<file path="src/rtl/button_conditioner.sv">
// Multi-channel push-button front end: polarity fix, 2-flop sync, counter debounce, press/release strobes.
// Define BTN_AUTOREPEAT_EN to add hold-then-repeat Press pulses per channel.

module button_conditioner_lane #(
  parameter int DEBOUNCE_CYCLES = 50000,
  parameter int ACTIVE_LOW      = 1,
  parameter int HOLD_CYCLES     = 25000000,
  parameter int REPEAT_CYCLES   = 5000000
) (
  input  logic clk,
  input  logic rst,
  input  logic pin,
  output logic level,
  output logic press,
  output logic rel,
  output logic press_set
);
  localparam int CW = $clog2(DEBOUNCE_CYCLES);
  localparam logic [CW-1:0] CNT_MAX = CW'(DEBOUNCE_CYCLES - 1);

  if (DEBOUNCE_CYCLES < 2 || HOLD_CYCLES < 1 || REPEAT_CYCLES < 1) begin : g_cfg_check
    $error("button_conditioner_lane: invalid timing parameters");
  end

  logic          raw, sync1, sync2;
  logic [CW-1:0] cnt;
  logic          accept, press_evt, rel_evt, rpt;

  assign raw       = (ACTIVE_LOW != 0) ? ~pin : pin;
  assign accept    = (sync2 != level) && (cnt == CNT_MAX);
  assign press_evt = accept && sync2;
  assign rel_evt   = accept && !sync2;
  assign press_set = press_evt | rpt;

  // Strobes come from the accept event, so a reset that clears level never fakes a release.
  always_ff @(posedge clk) begin
    if (rst) begin
      sync1 <= 1'b0;
      sync2 <= 1'b0;
      cnt   <= '0;
      level <= 1'b0;
      press <= 1'b0;
      rel   <= 1'b0;
    end else begin
      sync1 <= raw;
      sync2 <= sync1;
      if (sync2 == level) begin
        cnt <= '0;
      end else if (cnt == CNT_MAX) begin
        level <= sync2;
        cnt   <= '0;
      end else begin
        cnt <= cnt + 1'b1;
      end
      press <= press_set;
      rel   <= rel_evt;
    end
  end

`ifdef BTN_AUTOREPEAT_EN
  localparam int HW = $clog2((HOLD_CYCLES > REPEAT_CYCLES ? HOLD_CYCLES : REPEAT_CYCLES) + 1);
  localparam logic [HW-1:0] HOLD_MAX = HW'(HOLD_CYCLES - 1);
  localparam logic [HW-1:0] RPT_MAX  = HW'(REPEAT_CYCLES - 1);

  logic [HW-1:0] hold_cnt;
  logic          in_rpt;

  // First pulse after HOLD_CYCLES, then every REPEAT_CYCLES; suppressed in the release cycle.
  assign rpt = level && !rel_evt && (in_rpt ? (hold_cnt == RPT_MAX) : (hold_cnt == HOLD_MAX));

  always_ff @(posedge clk) begin
    if (rst || !level || rel_evt) begin
      hold_cnt <= '0;
      in_rpt   <= 1'b0;
    end else if (rpt) begin
      hold_cnt <= '0;
      in_rpt   <= 1'b1;
    end else begin
      hold_cnt <= hold_cnt + 1'b1;
    end
  end
`else
  assign rpt = 1'b0;
`endif
endmodule

module button_conditioner #(
  parameter int CHANNELS        = 4,
  parameter int DEBOUNCE_CYCLES = 50000,
  parameter int ACTIVE_LOW      = 1,
  parameter int HOLD_CYCLES     = 25000000,
  parameter int REPEAT_CYCLES   = 5000000
) (
  input  logic                Clk,
  input  logic                Rst,
  input  logic [CHANNELS-1:0] Btn,
  output logic [CHANNELS-1:0] Level,
  output logic [CHANNELS-1:0] Press,
  output logic [CHANNELS-1:0] Release,
  output logic                PressAny
);
  logic [CHANNELS-1:0] press_set;

  for (genvar i = 0; i < CHANNELS; i++) begin : g_lane
    button_conditioner_lane #(
      .DEBOUNCE_CYCLES(DEBOUNCE_CYCLES),
      .ACTIVE_LOW     (ACTIVE_LOW),
      .HOLD_CYCLES    (HOLD_CYCLES),
      .REPEAT_CYCLES  (REPEAT_CYCLES)
    ) u_lane (
      .clk      (Clk),
      .rst      (Rst),
      .pin      (Btn[i]),
      .level    (Level[i]),
      .press    (Press[i]),
      .rel      (Release[i]),
      .press_set(press_set[i])
    );
  end

  // Registered from the same next-state terms as Press so both land in one cycle.
  always_ff @(posedge Clk) begin
    if (Rst) PressAny <= 1'b0;
    else     PressAny <= |press_set;
  end
endmodule

</file>
<file path="config.mk">
export PLATFORM = sky130hd
export DESIGN_NAME = button_conditioner
export DESIGN_NICKNAME = d
export VERILOG_FILES = /design/src/rtl/button_conditioner.sv
export SDC_FILE = /design/constraint.sdc
export NUM_CORES = 1
export LEC_CHECK = 0
export BUFFER_PORTS_ARGS = -buffer_cell sky130_fd_sc_hd__buf_2
export CAP_MARGIN = 25
export CORE_ASPECT_RATIO = 0.7
export CORE_MARGIN = 3
export CORE_UTILIZATION = 44
export CTS_CLUSTER_SIZE = 20
export DETAILED_ROUTE_END_ITERATION = 8
export PLACE_DENSITY = 0.69
export REMOVE_ABC_BUFFERS = 1
export SLEW_MARGIN = 20
export SYNTH_ARGS = -nofsm -noshare
export SYNTH_HDL_FRONTEND = slang
export SYNTH_SLANG_ARGS = --single-unit
</file>
<file path="constraint.sdc">
create_clock -name Clk -period 2.1 [get_ports Clk]
set_clock_uncertainty 0.05 [all_clocks]
set_input_delay 0.42 -clock Clk [delete_from_list [all_inputs] [get_ports Clk]]
set_output_delay 0.42 -clock Clk [all_outputs]
set_load 0.02 [all_outputs]
</file>
==> results.py <==
metrics = {
    "worst_setup_path": {
        "cp_top_family": "simple AND/OR/NAND/NOR gates",
        "reg2reg_from": "g_lane[0].u_lane.cnt[0]$_SDFF_PP0_",
        "crit_path_top_delay_cell": "nor4_4",
        "path_buf_inv": 1,
        "reg2reg_slack_ns": 0.22,
        "crit_type": "register to register",
        "cp-end-kind": "register",
        "r2r.worst_path.cells": 6,
        "crit_required_ns": 2.25,
        "startpoint_type": "register",
        "critPathMaxStageDelay_ns": 0.41,
        "cp_max_fo": 16,
        "cp.arrival_ns": 2.04,
        "cp_cell_sequence": "ha_1, nand3_1, nor4_4, or3_1, buf_12, a21oi_1",
        "r2r-end": "g_lane[0].u_lane.cnt[15]$_SDFF_PP0_",
    },
    "grt": {
        "met2_usage": 0.222,
        "antenna_found_initial": 0,
        "met1_usage": 0.215,
        "busiest_layer": "met2",
        "grt_max_degree": 21,
        "grtUsageTotal": 0.153,
        "overflow": 0,
        "grt_pass1_wl_mm": 11.4,
        "grt_pass1_vias": 2444,
        "grt_use_met3": 0.0495,
    },
    "die": {
        "start_util": 0.458,
        "dieArea_sq_um": 9450,
        "ios": 19,
        "die_y_um": 82.2,
        "coreArea_sq_um": 7970,
        "placementRows": 27,
        "die_w_um": 115,
    },
    "sta": {
        "timing.final.ws_setup_ns": 0.216,
        "hold_slack_ns": 0.180,
        "finalHoldViolations": 0,
        "maxSlewViolCount": 0,
        "setup_viol": 0,
        "min_period_ns": 1.88,
        "rsz0062_at_grt": "false",
        "max_slew_margin": 0.645,
        "clock.fmax_ghz": 0.531,
        "finalCritPeriodShare": 0.897,
        "tightest_slew_ns": 0.531,
    },
    "synth": {
        "synth_most_common_cell": "dfxtp_1",
        "synth_cell_type_count": 45,
        "syn_inst": 391,
        "synth_edf_count": 0,
        "yosys.area.top_type_share": 0.466,
        "synth_top_area_cell": "dfxtp_1",
        "synthFlopType": "dfxtp_1",
        "synth_commonest_cells": "dfxtp_1 (85), nor2_1 (65), xnor2_1 (36)",
        "postSynthAreaPerCell_sq_um": 9.34,
        "syn_area_sq_um": 3650,
        "synth_area_leaders": "dfxtp_1 (47%), xnor2_1 (8.6%), nor2_1 (6.7%), xor2_1 (4.1%), nand3_1 (3.2%)",
        "synth_seq_cells": 85,
        "async_reset_ff_frac": 0,
        "synth_warnings": 0,
        "ys_seq_area_frac": 0.466,
    },
    "layout": {
        "regArea_sq_um": 1700,
        "area_growth_pct": 12.5,
        "antenna_cells": 0,
        "final_cells": 510,
        "layout-drive-gt1-share": 0.154,
        "multi_input_comb_area_sq_um": 1760,
        "fillCellCount": 742,
        "fin_nets": 415,
    },
    "clock_tree": {
        "clockRootBuffer": "clkbuf_16",
        "clock-sinks": 85,
        "clkTransAtPathRegs_ns": 0.06,
        "clock_path_buffers": 2,
        "post_cts_resized": 0,
        "cts_setup_buffers": 0,
        "cts_tree": "done",
        "cts_buffers": 9,
        "hold_buffers": 0,
        "worst_skew_pair.late_latency_ns": 0.33,
        "htree_levels": 3,
    },
    "place": {
        "dp_hpwl_mm": 4.59,
        "pre_cts_ws_ns": 0.233,
        "place_inst": 495,
        "port_buffers": 18,
        "gp_congestion": 0.840,
    },
    "status": {
        "outcome": "finished, final reports clean",
    },
    "detailed_routing": {
        "dr.pass1.iters": 4,
        "drt-initial-drc-count": 89,
        "final_antenna_net_count": 0,
        "routed_via_density": 5.17,
        "drc_errors": 0,
        "vias": 2638,
        "wl_per_cell_um": 12.8,
        "drt_wl_total_mm": 6.53,
    },
    "pwr": {
        "ir_worst_vdd_mv": 0.471,
        "p_leak_nw": 1.35,
        "power_density_nw_per_um2": 819,
        "p_total_mw": 3.36,
    },
    "worst_hold_path": {
        "hold_path.class": "primary input to register",
        "holdPathStages": 2,
        "hp-start": "Btn[0]",
        "holdPathEnd": "g_lane[0].u_lane.sync1$_SDFF_PP0_",
    },
    "job": {
        "maxCapViolations": 0,
    },
}
-- metal layers --
metal | share of wire | wire length [um]
met1 | 0.54 | 3560
met3 | 0.036 | 233
met2 | 0.41 | 2690
met5 | 0 | 0
met4 | 0.0067 | 44
-- logic make-up (layout without fill, tap and decap cells) --
logic type,after synthesis,after routing,share of synthesized area
flip-flops,85,85,0.466
buffers and inverters,32,50,0.0521
adder cells (fa/ha/maj),4,4,0.0137
AO/OA/AOI/OAI,14,14,0.0236
XOR/XNOR,53,53,0.127
multiplexers,4,4,0.0110
AND/OR/NAND/NOR,199,199,0.307
-- cell type report --
type	instances	area share
multi-input combinational	274	0.429
tap	101	0.0308
clock buffer	10	0.0582
inverter	9	0.00822
sequential	85	0.414
timing repair buffer	26	0.0396
clock inverter	5	0.0204
-- state kept, by name, indices dropped and copies added, names as in the netlist --
name and flops:
PressAny 1, g_lane.u_lane.cnt 64, g_lane.u_lane.level 4, g_lane.u_lane.press 4, g_lane.u_lane.rel 4, g_lane.u_lane.sync1 4
g_lane.u_lane.sync2 4
-- per-stage QoR --
stage	cell area, sq um	TNS [ns]	util
2_1_floorplan	3500	-0.288	-
3_3_place_gp	3790	0	0.475
3_5_place_dp	3790	0	0.475
4_1_cts	4110	0	0.515
5_1_grt	4110	0	0.515
6_report	4110	0	0.515
-- worst max-delay path by stage --
stage,slack (ns),depth (start not counted),to,start
6_report,0.22,6,g_lane[0].u_lane.cnt[15]$_SDFF_PP0_,g_lane[0].u_lane.cnt[0]$_SDFF_PP0_
5_1_grt,0.05,6,g_lane[2].u_lane.cnt[4]$_SDFF_PP0_,g_lane[2].u_lane.cnt[0]$_SDFF_PP0_
4_1_cts,0.20,6,g_lane[0].u_lane.cnt[15]$_SDFF_PP0_,g_lane[0].u_lane.cnt[0]$_SDFF_PP0_
3_5_place_dp,0.23,6,g_lane[0].u_lane.cnt[15]$_SDFF_PP0_,g_lane[0].u_lane.cnt[0]$_SDFF_PP0_
3_3_place_gp,0.30,5,g_lane[0].u_lane.cnt[15]$_SDFF_PP0_,g_lane[0].u_lane.cnt[13]$_SDFF_PP0_
2_1_floorplan,-0.05,4,g_lane[0].u_lane.cnt[14]$_SDFF_PP0_,g_lane[0].u_lane.cnt[13]$_SDFF_PP0_
-- cell usage in the layout, fill, tap and decap left out, types with 2 or more instances in the layout --
cell type	n
dfxtp_1	85
nor2_1	65
xnor2_1	36
nand3_1	23
buf_2	18
xor2_1	17
nand2_1	16
nor3_1	14
nand4_1	13
nor4_1	11
inv_1	9
clkbuf_16	9
and3_1	8
nor2_4	8
buf_4	7
a21oi_1	6
or3_1	6
nor2b_1	4
mux2i_1	4
o21ai_0	4
ha_1	4
nor4b_1	3
nor4bb_1	3
and4_1	3
or3b_2	3
or2_2	3
nand2b_1	2
and4b_1	2
nor2_2	2
clkinvlp_4	2
bufinv_16	2
-- worst register-to-register path, cell delays in order (launching register included) --
cell     delay [ns]
dfxtp_1        0.40
ha_1           0.26
nand3_1        0.18
nor4_4         0.41
or3_1          0.21
buf_12         0.19
a21oi_1        0.07
-- power by group --
group          internal [mW]  switching [mW]  total (mW)  leakage, nW
Combinational         0.0146          0.0245      0.0392        0.514
Clock                   1.07           0.625        1.70        0.151
Sequential              1.62         0.00624        1.63        0.686
Note: power is estimated with default switching activity, not from simulation.
